## config.mk

```make
export PLATFORM = sky130hd
export DESIGN_NAME = add_and_or_unit
export DESIGN_NICKNAME = d
export VERILOG_FILES = /design/src/rtl/add_and_or_unit_pkg.sv /design/src/rtl/add_and_or_unit_aol_core.sv /design/src/rtl/add_and_or_unit.sv
export SDC_FILE = /design/constraint.sdc
export NUM_CORES = 1
export LEC_CHECK = 0
export CORE_MARGIN = 2
export CORE_UTILIZATION = 47
export DETAILED_ROUTE_END_ITERATION = 8
export GPL_ROUTABILITY_DRIVEN = 0
export PLACE_DENSITY = 0.75
export SYNTH_ARGS = -nofsm -noshare
export SYNTH_HDL_FRONTEND = slang
export SYNTH_HIERARCHICAL = 1
export SYNTH_SLANG_ARGS = --single-unit
```

## constraint.sdc

```tcl
create_clock -name clk -period 4.7 [get_ports clk]
set_input_delay 0.94 -clock clk [delete_from_list [all_inputs] [get_ports clk]]
set_output_delay 0.94 -clock clk [all_outputs]
set_load 0.02 [all_outputs]
```

## src/rtl/add_and_or_unit_pkg.sv

```systemverilog
`default_nettype none
// ============================================================================
// Module   : add_and_or_unit_pkg
// Brief    : Op encodings and NZCV flag bit indices shared with ALU decode.
// Revision : 1.0 - initial release
// ============================================================================
package add_and_or_unit_pkg;

    localparam logic [1:0] OP_ADD  = 2'b00;
    localparam logic [1:0] OP_AND  = 2'b01;
    localparam logic [1:0] OP_OR   = 2'b10;
    localparam logic [1:0] OP_RSVD = 2'b11;

    localparam int FLAG_N = 3;
    localparam int FLAG_Z = 2;
    localparam int FLAG_C = 1;
    localparam int FLAG_V = 0;

endpackage
`default_nettype wire

```

## src/rtl/add_and_or_unit_aol_core.sv

```systemverilog
`default_nettype none
// ============================================================================
// Module   : aol_core
// Brief    : Combinational adder / AND / OR arrays, op mux and NZCV generation.
// Revision : 1.0 - initial release
// ============================================================================
module aol_core
    import add_and_or_unit_pkg::*;
#(
    parameter int WIDTH = 32
) (
    input  logic [1:0]       op,
    input  logic [WIDTH-1:0] in1,
    input  logic [WIDTH-1:0] in2,
    output logic [WIDTH-1:0] result,
    output logic [3:0]       flags
);

    logic [WIDTH:0]   w_sum;
    logic [WIDTH-1:0] w_and;
    logic [WIDTH-1:0] w_or;
    logic             w_ovf;

    assign w_sum = {1'b0, in1} + {1'b0, in2};
    assign w_and = in1 & in2;
    assign w_or  = in1 | in2;
    // Signed overflow: like-signed operands producing an opposite-signed sum.
    assign w_ovf = (in1[WIDTH-1] == in2[WIDTH-1]) && (w_sum[WIDTH-1] != in1[WIDTH-1]);

    always_comb begin
        result = '0;
        flags  = '0;
        case (op)
            OP_ADD: begin
                result         = w_sum[WIDTH-1:0];
                flags[FLAG_C]  = w_sum[WIDTH];
                flags[FLAG_V]  = w_ovf;
            end
            OP_AND:  result = w_and;
            OP_OR:   result = w_or;
            default: result = '0;
        endcase
        // Reserved op leaves Z clear even though its result is zero.
        if (op != OP_RSVD) begin
            flags[FLAG_N] = result[WIDTH-1];
            flags[FLAG_Z] = (result == '0);
        end
    end

endmodule
`default_nettype wire

```

## src/rtl/add_and_or_unit.sv

```systemverilog
`default_nettype none
// ============================================================================
// Module   : add_and_or_unit
// Brief    : Registered 32-bit ADD/AND/OR unit with NZCV flags, 1-cycle latency.
// Revision : 1.0 - initial release
// ============================================================================
module add_and_or_unit
    import add_and_or_unit_pkg::*;
#(
    parameter int WIDTH = 32
) (
    input  logic             clk,
    input  logic             reset,
    input  logic             in_valid,
    input  logic [1:0]       op,
    input  logic [WIDTH-1:0] in1,
    input  logic [WIDTH-1:0] in2,
    output logic             out_valid,
    output logic [WIDTH-1:0] result,
    output logic [3:0]       flags
);

    logic [WIDTH-1:0] w_result;
    logic [3:0]       w_flags;
    logic [WIDTH-1:0] r_result;
    logic [3:0]       r_flags;
    logic             r_out_valid;

    aol_core #(
        .WIDTH (WIDTH)
    ) u_aol_core (
        .op     (op),
        .in1    (in1),
        .in2    (in2),
        .result (w_result),
        .flags  (w_flags)
    );

    // Result and flags only load on valid cycles so they hold across idle gaps.
    always_ff @(posedge clk) begin
        if (reset) begin
            r_result    <= '0;
            r_flags     <= '0;
            r_out_valid <= 1'b0;
        end else begin
            r_out_valid <= in_valid;
            if (in_valid) begin
                r_result <= w_result;
                r_flags  <= w_flags;
            end
        end
    end

    assign out_valid = r_out_valid;
    assign result    = r_result;
    assign flags     = r_flags;

endmodule
`default_nettype wire

```

==> results.yml, run 1 <==
status:
  status: "complete, no violations"
final_layout:
  multi_input_area_um2: 3120
  fillers: 756
  fin_nets: 815
  areaGrowthSynthToFinish_pct: 32.9
  final_area_um2: 5650
  n_antenna_cell: 0
  layout-drive-gt1-share_pct: 8.24
  area.sequential_um2: 741
  post-route-util_pct: 64.5
detailed_routing:
  route.vias.total: 4524
  vias_per_cell: 5.74
  drt_iter0_drc: 299
  post_drt_wl_per_cell_um: 16.0
  drt_first_pass_iters: 4
  drc: 0
  routed_wl_um: 12600
  ant_nets: 0
worst_setup_path:
  crit_path_end_kind: "flop"
  rr_endpoint: "result[1]"
  cp_max_fo: 3
  r2r_start: "result[1]"
  worst_ep_required_time_ns: 4.91
  worstPathArrival_ns: 4.62
  r2r_slack_ns: 3.98
  criticalPathCategory: "in -> reg"
  start_kind: "input pin"
  ff2ff_path_depth: 2
worst_hold_path:
  hold_end: "result[17]"
  holdPathStages: 2
  hold_path_class: "reg -> reg"
  hold_start: "result[17]"
flow_run:
  drv_cap: 0
logic_synthesis:
  synth.area.top_cells: "ha_1, dfxtp_1, mux2i_1, inv_1, nor2_1"
  synth_edf_count: 0
  yosysTopAreaCell: "ha_1"
  synth_top_area_share_pct: 18.8
  synth_seq_area_share_pct: 17.4
  synth.avg_cell_area_um2: 7.59
  synthFlopType: "dfxtp_1"
  async_flop_share_pct: 0
  synth_nets: 694
  synth_cell_type_count: 51
  synth-seq-cells: 37
  syn-cell-area_um2: 4250
  netlist_instances: 560
  yosysWarnings: 6
global_route:
  grt_pass1_vias: 4328
  grt_usage_pct: 25.5
  antenna_found_initial: 0
  grt_remaining_overflow: 0
  grt_pass1_wl_um: 20600
  grt_max_degree: 38
clock_tree:
  path_clk_slew_ns: 0.07
  cts_buffers: 5
  cts_hold_buf: 0
  clock-root-buffer: "clkbuf_8"
  clockBufferDepth: 2
  clk_latency_ns: 0.28
  cts_tree: "yes"
  cts_max_level: 2
  clock_sinks: 37
sta:
  period_needed_ns: 4.41
  clock_skew_ns: 0
  setup_viol: 0
  rsz0062_at_grt: "false"
  drv_slew: 0
  holdWs_ns: 0.497
  max_clock_freq_ghz: 0.227
  tightest_slew_ns: 1.03
  hold_viol: 0
  finalCritPeriodShare_pct: 93.9
  relSlewSlack_pct: 31.2
  finalSetupTns_ns: 0
placed_design:
  portBuffers: 105
  post-dp-hpwl_um: 10200
  placed_area_um2: 5520
floorplan:
  dieArea_um2: 9820
  start_util_pct: 48.5
  fp.coreArea_um2: 8760
  die_w_um: 99.1
  die_h_um: 99.1
  rows: 34
  ioPinCount: 106
power:
  power.ir.vdd_worst_mv: 0.125
  p_leak_nw: 2.70
  powerDensity_nw_per_um2: 201
-- cells in the final DEF, fill, tap and decap left out, drive strengths merged, types with 2 or more instances in the layout --
cell and count:
a211oi 5, a21boi 3, a21o 9, a21oi 30
a311oi 4, a31oi 11, and3 3, buf 35
clkbuf 5, clkdlybuf4s50 104, dfxtp 37, ha 64
inv 74, mux2i 46, nand2 36, nand2b 3
nand3 8, nand4 7, nor2 68, nor2b 2
nor3 7, nor4 2, o211ai 5, o21a 3
o21ai 31, o21bai 6, o221ai 6, o22ai 18
o31ai 2, or4 3, xnor2 12, xor2 17
-- worst max-delay path, stage by stage --
cell and delay (ns):
clkdlybuf4s50_1 0.49, ha_2 0.18, inv_1 0.05, fa_1 0.37, nand2b_1 0.17, a21o_1 0.18
a211o_1 0.32, nand3_2 0.11, a31oi_4 0.11, o31a_1 0.29, xor2_1 0.14, o21ai_0 0.11
or4b_2 0.63, nor3_1 0.13, and4bb_1 0.20, mux2i_1 0.07, nor2_1 0.12
-- cell type report --
type,instances,area share [%]
flip-flops and latches,37,13.1
repair buffers,139,23.0
well taps,108,2.39
clock inverters,1,0.0886
multi-input cells,424,55.3
clock buffers,5,1.22
inverters,74,4.91
-- report_power, final --
| group | leakage, nW | internal [mW] | switching, mW |
|---|---|---|---|
| registers | 0.303 | 0.335 | 0.0122 |
| clock network | 0.0399 | 0.0975 | 0.104 |
| logic | 2.35 | 0.274 | 0.313 |
-- routing by layer --
metal | share of wire [%] | global-route usage (%) | wire length (um) | up-vias
li1 | - | - | - | 2182
met1 | 44 | 35.0 | 5560 | 2100
met2 | 45 | 41.1 | 5670 | 209
met3 | 8.0 | 2.95 | 1010 | 33
met4 | 2.8 | 9.69 | 347 | 0
met5 | 0 | 0 | 0 | -
-- flip-flops by register name, indices dropped and copies added (netlist names) --
signal	flops
out_valid	1
result	32
flags	4
-- through the flow --
step	total power [mW]	instances	worst slack, ns
final	1.14	788	0.289
after global routing	1.20	788	0.000706
after CTS	1.12	786	0.203
after detailed placement	0.920	780	-0.0889
after global placement	0.903	780	0.0308
after floorplan	0.699	560	0.652
-- logic make-up after synthesis --
group / count (synthesis) / synth area share, %
adders and majority gates: 65 / 19.3
DFF: 37 / 17.4
and+or+nand+nor: 144 / 15.0
buffers and inverters: 99 / 10.2
xor gates and xnor gates: 29 / 5.97
muxes: 46 / 10.8
AOI/OAI and AO/OA: 140 / 21.3
-- Yosys cell counts, types with 4 or more instances --
cell      number
buf_2          4
a311oi_1       4
o21bai_1       6
o221ai_1       6
xor2_1        17
xnor2_1       12
clkbuf_1      14
inv_1         73
nand4_1        7
mux2i_1       46
dfxtp_1       37
o211ai_1       4
o21ai_0       31
ha_1          64
o22ai_1       18
nand3_1        8
a21oi_1       30
a21o_1         9
nand2_1       36
nor2_1        68
a31oi_1       11
nor3_1         7
a211oi_1       4
-- what timing repair did --
item / 4_1_cts / 5_1_grt
endpoints found under the setup margin: 0 / 1
resized for setup: 0 / 10
setup buffers: 0 / 2
-- worst max path at each step --
stage | from | to | cells after the start
after floorplan | in1[0] | flags[2] | 16
after global placement | in1[0] | flags[2] | 17
after detailed placement | in1[0] | flags[2] | 17
after CTS | in1[0] | flags[2] | 17
after global routing | in1[0] | flags[2] | 19
final | in1[0] | flags[2] | 17
Note: power is estimated with default switching activity, not from simulation.
==> run 2: changes to the inputs <==
ABC_AREA = 1   (was unset)
PLACE_DENSITY = 0.72   (was 0.75)
==> run 2 against run 1 <==
Clock power grew 92%. First-iteration DRC count grew 76%. Die area grew 26%. Cell area grew 18%. Routed wire length grew 14%. Combinational power grew 8.0%. Sequential share of layout area shrank 2.0 points. Critical path depth grew 6. Area after synthesis grew 28%. Critical path type unchanged. Critical endpoint unchanged. Highest routed layer unchanged.
==> results.yml, run 2 <==
final_layout:
  largest_register_ffs: 32
  final_common_cell: "nand2_1"
  multi_input_area_um2: 3630
  fillers: 1214
  final_area_um2: 6690
  fin_cells: 1231
  layout-drive-gt1-share_pct: 4.96
  final_cell_mix: "nand2_1, inv_1, nor2_1, clkdlybuf4s50_1, ha_1"
  areaGrowthSynthToFinish_pct: 23.4
  n_antenna_cell: 0
  area.sequential_um2: 741
  fin_nets: 1221
logic_synthesis:
  async_flop_share_pct: 0
  synthAdderAreaFrac_pct: 15.1
  yosysTopAreaCell: "nand2_1"
  synth_edf_count: 0
  synthTopCellsByCount: "nand2_1, inv_1, nor2_1, ha_1, nand3_1"
  synth_top_area_share_pct: 20.6
  synthFlopType: "dfxtp_1"
  synth.avg_cell_area_um2: 5.47
  synth_nets: 1125
  yosysWarnings: 6
  synth_seq_area_share_pct: 13.7
  syn-cell-area_um2: 5420
  netlist_instances: 991
  synthMuxAreaShare_pct: 0
  synth.area.top_cells: "nand2_1, inv_1, ha_1, dfxtp_1, nor2_1"
  synth_xor_xnor_area_share_pct: 0.162
  synth_top_family_by_area: "simple AND/OR/NAND/NOR gates"
  synth-simple-area-share_pct: 43.6
  synth-seq-cells: 37
  synth_compound_area_share_pct: 8.03
  synth_cell_type_count: 34
  synth_most_common_cell: "nand2_1"
sta:
  rsz0062_at_grt: "false"
  clock_skew_ns: 0
  finalSetupTns_ns: 0
  finalCritPeriodShare_pct: 73.9
  drv_slew: 0
  max_clock_freq_ghz: 0.288
  period_needed_ns: 3.47
  tightest_slew_ns: 1.18
  hold_viol: 0
  holdWs_ns: 0.469
  relSlewSlack_pct: 21.5
  worst_slack_ns: 1.23
  setup_viol: 0
worst_hold_path:
  hold_path_class: "reg -> reg"
  holdPathStages: 2
  hold_end: "result[22]"
  hold_start: "result[22]"
floorplan:
  fp.coreArea_um2: 11300
  ioPinCount: 106
  start_util_pct: 47.9
  rows: 39
  die_h_um: 111
  dieArea_um2: 12400
  die_w_um: 111
worst_setup_path:
  start_kind: "input pin"
  r2r_slack_ns: 4.10
  cp_max_fo: 5
  worst_ep_required_time_ns: 4.92
  rr_endpoint: "result[5]"
  ff2ff_path_depth: 2
  criticalPathCategory: "in -> reg"
  crit_path_end_kind: "flop"
  r2r_start: "result[5]"
  worstPathArrival_ns: 3.69
placed_design:
  post-dp-hpwl_um: 12000
  portBuffers: 105
  post-place-ws_ns: 0.934
  place_inst: 1223
  placed_area_um2: 6510
power:
  power.ir.vdd_worst_mv: 0.218
  powerDensity_nw_per_um2: 205
  p_leak_nw: 3.79
flow_run:
  drv_cap: 0
status:
  status: "complete, no violations"
global_route:
  grt_usage_pct: 23.2
  grt_max_degree: 74
  antenna_found_initial: 0
  grt_pass1_vias: 5228
  grt_pass1_wl_um: 24300
  grt_remaining_overflow: 0
clock_tree:
  cts_setup_buffers: 0
  cts_resized: 0
  path_clk_slew_ns: 0.06
  clock-root-buffer: "clkbuf_16"
  cts_tree: "yes"
  cts_max_level: 2
  cts_hold_buf: 0
  clk_latency_ns: 0.28
  clockBufferDepth: 2
  cts_buffers: 5
  clock_sinks: 37
detailed_routing:
  drt_iter0_drc: 527
  post_drt_wl_per_cell_um: 11.7
  drt_first_pass_iters: 5
  routed_wl_um: 14400
  route.vias.total: 5943
  drc: 0
  vias_per_cell: 4.83
  ant_nets: 0
run 2: changes by cell type in the layout (fill, tap and decap cells not counted), sizes merged, moves of 17 or more:
cell | before | now
nand2 | 36 | 313
inv | 74 | 235
nor2 | 68 | 148
nand3 | 8 | 65
mux2i | 46 | 0
buf | 35 | 4
xor2 | 17 | 0
run 2: logic make-up after synthesis:
logic type / after synthesis
simple gates: 555
flops: 37
compound gates: 76
buf+inv: 257
fa+ha+maj: 65
xor+xnor: 1
run 2: through the flow:
stage          power, mW  utilization, %
4_1_cts             1.37            59.1
5_1_grt             1.48            59.1
2_1_floorplan      0.775               -
6_report            1.37            59.1
3_3_place_gp       0.976            57.5
3_5_place_dp       0.983            57.5
run 2: where the power goes:
group | internal, mW | switching [mW] | total (mW)
registers | 0.338 | 0.0127 | 0.350
clock network | 0.264 | 0.123 | 0.388
logic | 0.249 | 0.385 | 0.634
total | 0.851 | 0.521 | 1.37
run 2: metal layers:
layer | part of all wire [%] | track usage, %
met5 | 0 | 0
met4 | 1.3 | 5.43
met3 | 6.8 | 1.74
met2 | 42 | 36.4
met1 | 50 | 34.6
run 2: critical path, cell delays in order:
cell and delay [ns]:
clkdlybuf4s50_1 0.48, ha_1 0.24, inv_1 0.09, fa_1 0.35, inv_1 0.15, nand2_1 0.09, nand2_1 0.07, nor2_1 0.04
nor2_1 0.16, nand3_1 0.10, nor2_1 0.08, nand2_1 0.06, nor2_1 0.08, nand3_1 0.07, nor2_1 0.12, nand3_1 0.09
nor2_1 0.10, nand2_1 0.06, nor2_2 0.07, inv_1 0.04, nand2_1 0.05, nand2_1 0.08, nor2_2 0.09
run 2: how the worst max path moves through the flow:
| stage | startpoint | endpoint | slack (ns) | cells after the start |
|---|---|---|---|---|
| after floorplan | in1[0] | flags[2] | 1.86 | 22 |
| after global placement | in1[0] | flags[2] | 0.90 | 23 |
| after detailed placement | in1[0] | flags[2] | 0.93 | 23 |
| after CTS | in1[0] | flags[2] | 1.21 | 23 |
| after global routing | in2[0] | flags[2] | 0.84 | 23 |
| final | in1[0] | flags[2] | 1.23 | 23 |
run 2: area by class of cell:
| type | instances | share of cell area [%] |
|---|---|---|
| Multi-Input combinational cell | 697 | 54.3 |
| Timing Repair Buffer | 108 | 16.0 |
| Inverter | 238 | 13.4 |
| Sequential cell | 37 | 11.1 |
| Tap cell | 143 | 2.67 |
| Clock buffer | 6 | 2.08 |
| Clock inverter | 2 | 0.561 |
==> run 3: changes to the inputs <==
PLACE_DENSITY = 0.74   (was 0.72)
clock period = 2.8 ns   (was 4.7 ns; I/O delays follow)
==> run 3 against run 2 <==
Count of clock-buffer cells in the layout fell by 1. Clock power rose by 37%. Critical path depth fell by 6. Hold slack barely moved. Register-to-register slack got worse by 1.9 ns. Sequential power rose by 68%. Routed wire length rose by 23%. Combinational power rose by 140%. Die area did not move. Clock skew did not move. Cell count rose by 11%.
==> results.yml, run 3 (synthesized netlist as in run 2, its figures left out) <==
status:
  status: "complete, no violations"
placed_design:
  portBuffers: 105
  post-dp-hpwl_um: 13000
  placed_area_um2: 7470
floorplan:
  rows: 39
  dieArea_um2: 12400
  fp.coreArea_um2: 11300
  start_util_pct: 47.9
  die_w_um: 111
  ioPinCount: 106
  die_h_um: 111
worst_hold_path:
  holdPathStages: 2
  hold_start: "result[2]"
  hold_end: "result[2]"
  hold_path_class: "reg -> reg"
worst_setup_path:
  ff2ff_path_depth: 2
  slowest_stage: "clkdlybuf4s50_1"
  criticalPathCategory: "in -> reg"
  worst-path-buf-inv: 3
  worstPathCellList: "clkdlybuf4s50_1 > inv_1 > ha_4 > nand2_2 > nor4_4 > a21oi_2 > nand3_2 > nand2_1 > nor2_2 > nand3_1 > nor2_1 > nand2_1 > nor2_2 > inv_1 > nand2_1 > nand2_1 > nor2_2"
  worst_ep_required_time_ns: 3.02
  worstPathArrival_ns: 2.90
  critPathMaxStageDelay_ns: 0.51
  r2r_start: "flags[1]"
  rr_endpoint: "flags[1]"
  crit_path_end_kind: "flop"
  start_kind: "input pin"
  critPathMostFrequentCell: "nand2_1"
  cp_top_family: "simple AND/OR/NAND/NOR gates"
  cp_max_fo: 3
  r2r_slack_ns: 2.21
global_route:
  antenna_found_initial: 0
  grt_usage_pct: 26.3
  grt_pass1_wl_um: 27700
  grt_max_degree: 44
  grt_remaining_overflow: 0
  grt_pass1_vias: 6227
power:
  power.ir.vdd_worst_mv: 0.401
  p_leak_nw: 4.89
  pwr-share-clk_pct: 20.0
  power.share.sequential_pct: 22.1
  p_int_mw: 1.59
  p_comb_share_pct: 57.8
  switching_power_mw: 1.07
  powerDensity_nw_per_um2: 307
  p_total_mw: 2.66
  switching_share_pct: 40.1
detailed_routing:
  route.vias.total: 6858
  drc: 0
  drt_iter0_drc: 467
  post_drt_wl_per_cell_um: 12.9
  routed_wl_um: 17700
  vias_per_cell: 5.00
  drt_first_pass_iters: 5
  ant_nets: 0
final_layout:
  n_antenna_cell: 0
  fillers: 872
  layout-drive-gt1-share_pct: 32.1
  final_common_cell: "nand2_1"
  largest_register_ffs: 32
  final_cell_mix: "nand2_1, inv_1, buf_4, nor2_1, nand2_2"
  final_area_um2: 8660
  fin_nets: 1362
  areaGrowthSynthToFinish_pct: 59.8
sta:
  max_clock_freq_ghz: 0.373
  setup_viol: 0
  relSlewSlack_pct: 48.7
  finalCritPeriodShare_pct: 95.7
  clock_skew_ns: 0
  period_needed_ns: 2.68
  tightest_slew_ns: 0.769
  drv_slew: 0
  hold_viol: 0
clock_tree:
  path_clk_slew_ns: 0.06
  cts_tree: "yes"
  clock_sinks: 37
  cts_max_level: 2
  cts_hold_buf: 0
  clk_latency_ns: 0.28
  cts_buffers: 5
  clock-root-buffer: "clkbuf_16"
  clockBufferDepth: 2
flow_run:
  drv_cap: 0
[run 3: cell types whose count changed in the layout (fill, tap and decap cells not counted), sizes merged]
| cell | delta |
|---|---|
| dlygate4sd2 | +5 |
| dlymetal6s2s | +38 |
| clkdlybuf4s50 | -53 |
| buf | +141 |
| clkbuf | +1 |
| bufinv | -1 |
| clkdlybuf4s15 | +8 |
| clkinv | +2 |
[run 3: per-stage QoR]
| step | utilization, % | hold WS (ns) | instances | setup TNS [ns] | worst slack [ns] |
|---|---|---|---|---|---|
| after floorplan | - | 0.544 | 991 | 0 | 0.335 |
| after global placement | 66.0 | 0.456 | 1347 | -2.83 | -0.449 |
| after detailed placement | 66.0 | 0.463 | 1347 | -3.76 | -0.505 |
| after CTS | 72.1 | 0.470 | 1365 | 0 | 0.000135 |
| after global routing | 76.5 | 0.487 | 1372 | -0.0580 | -0.0580 |
| final | 76.5 | 0.469 | 1372 | 0 | 0.120 |
[run 3: final cells by class]
type,count,area [um2],area share (%)
repair buffers,249,2240,25.8
clock buffers,5,125,1.44
multi-input cells,697,4470,51.6
inverters,238,893,10.3
clock inverters,3,17.5,0.202
well taps,143,179,2.06
flip-flops and latches,37,741,8.55
[run 3: worst min-delay path, cell delays in order (launching register included)]
cell and delay, ns:
dfxtp_1 0.30, nor2_1 0.08, nor2_1 0.05
[run 3: what timing repair did]
action,CTS,global route
setup endpoints to repair,4,9
setup buffers,10,7
pin swaps,39,60
gates resized for setup,125,168
[run 3: power by group through the flow]
stage / sequential (mW) / clock [mW] / combinational (mW)
global route: 0.593 / 0.566 / 1.68
detailed placement: 0.600 / 0 / 1.27
global placement: 0.598 / 0 / 1.25
floorplan: 0.645 / 0 / 0.656
CTS: 0.589 / 0.542 / 1.39
finish: 0.588 / 0.532 / 1.54
[run 3: how the worst max path moves through the flow]
| stage | startpoint | to | slack [ns] | cells after the start |
|---|---|---|---|---|
| 5_1_grt | in1[1] | flags[2] | -0.06 | 22 |
| 3_5_place_dp | in1[5] | flags[2] | -0.50 | 23 |
| 6_report | in2[28] | flags[2] | 0.12 | 17 |
| 2_1_floorplan | in1[0] | flags[2] | 0.34 | 22 |
| 3_3_place_gp | in1[5] | flags[2] | -0.45 | 23 |
| 4_1_cts | in1[10] | flags[2] | 0.0001 | 21 |
[run 3: metal layers]
metal | routed length [um] | vias to the layer above | GRT usage [%]
li1 | - | 3460 | -
met1 | 7770 | 3075 | 35.0
met2 | 8420 | 277 | 44.8
met3 | 1080 | 46 | 2.72
met4 | 422 | 0 | 8.23
met5 | 0 | - | 0
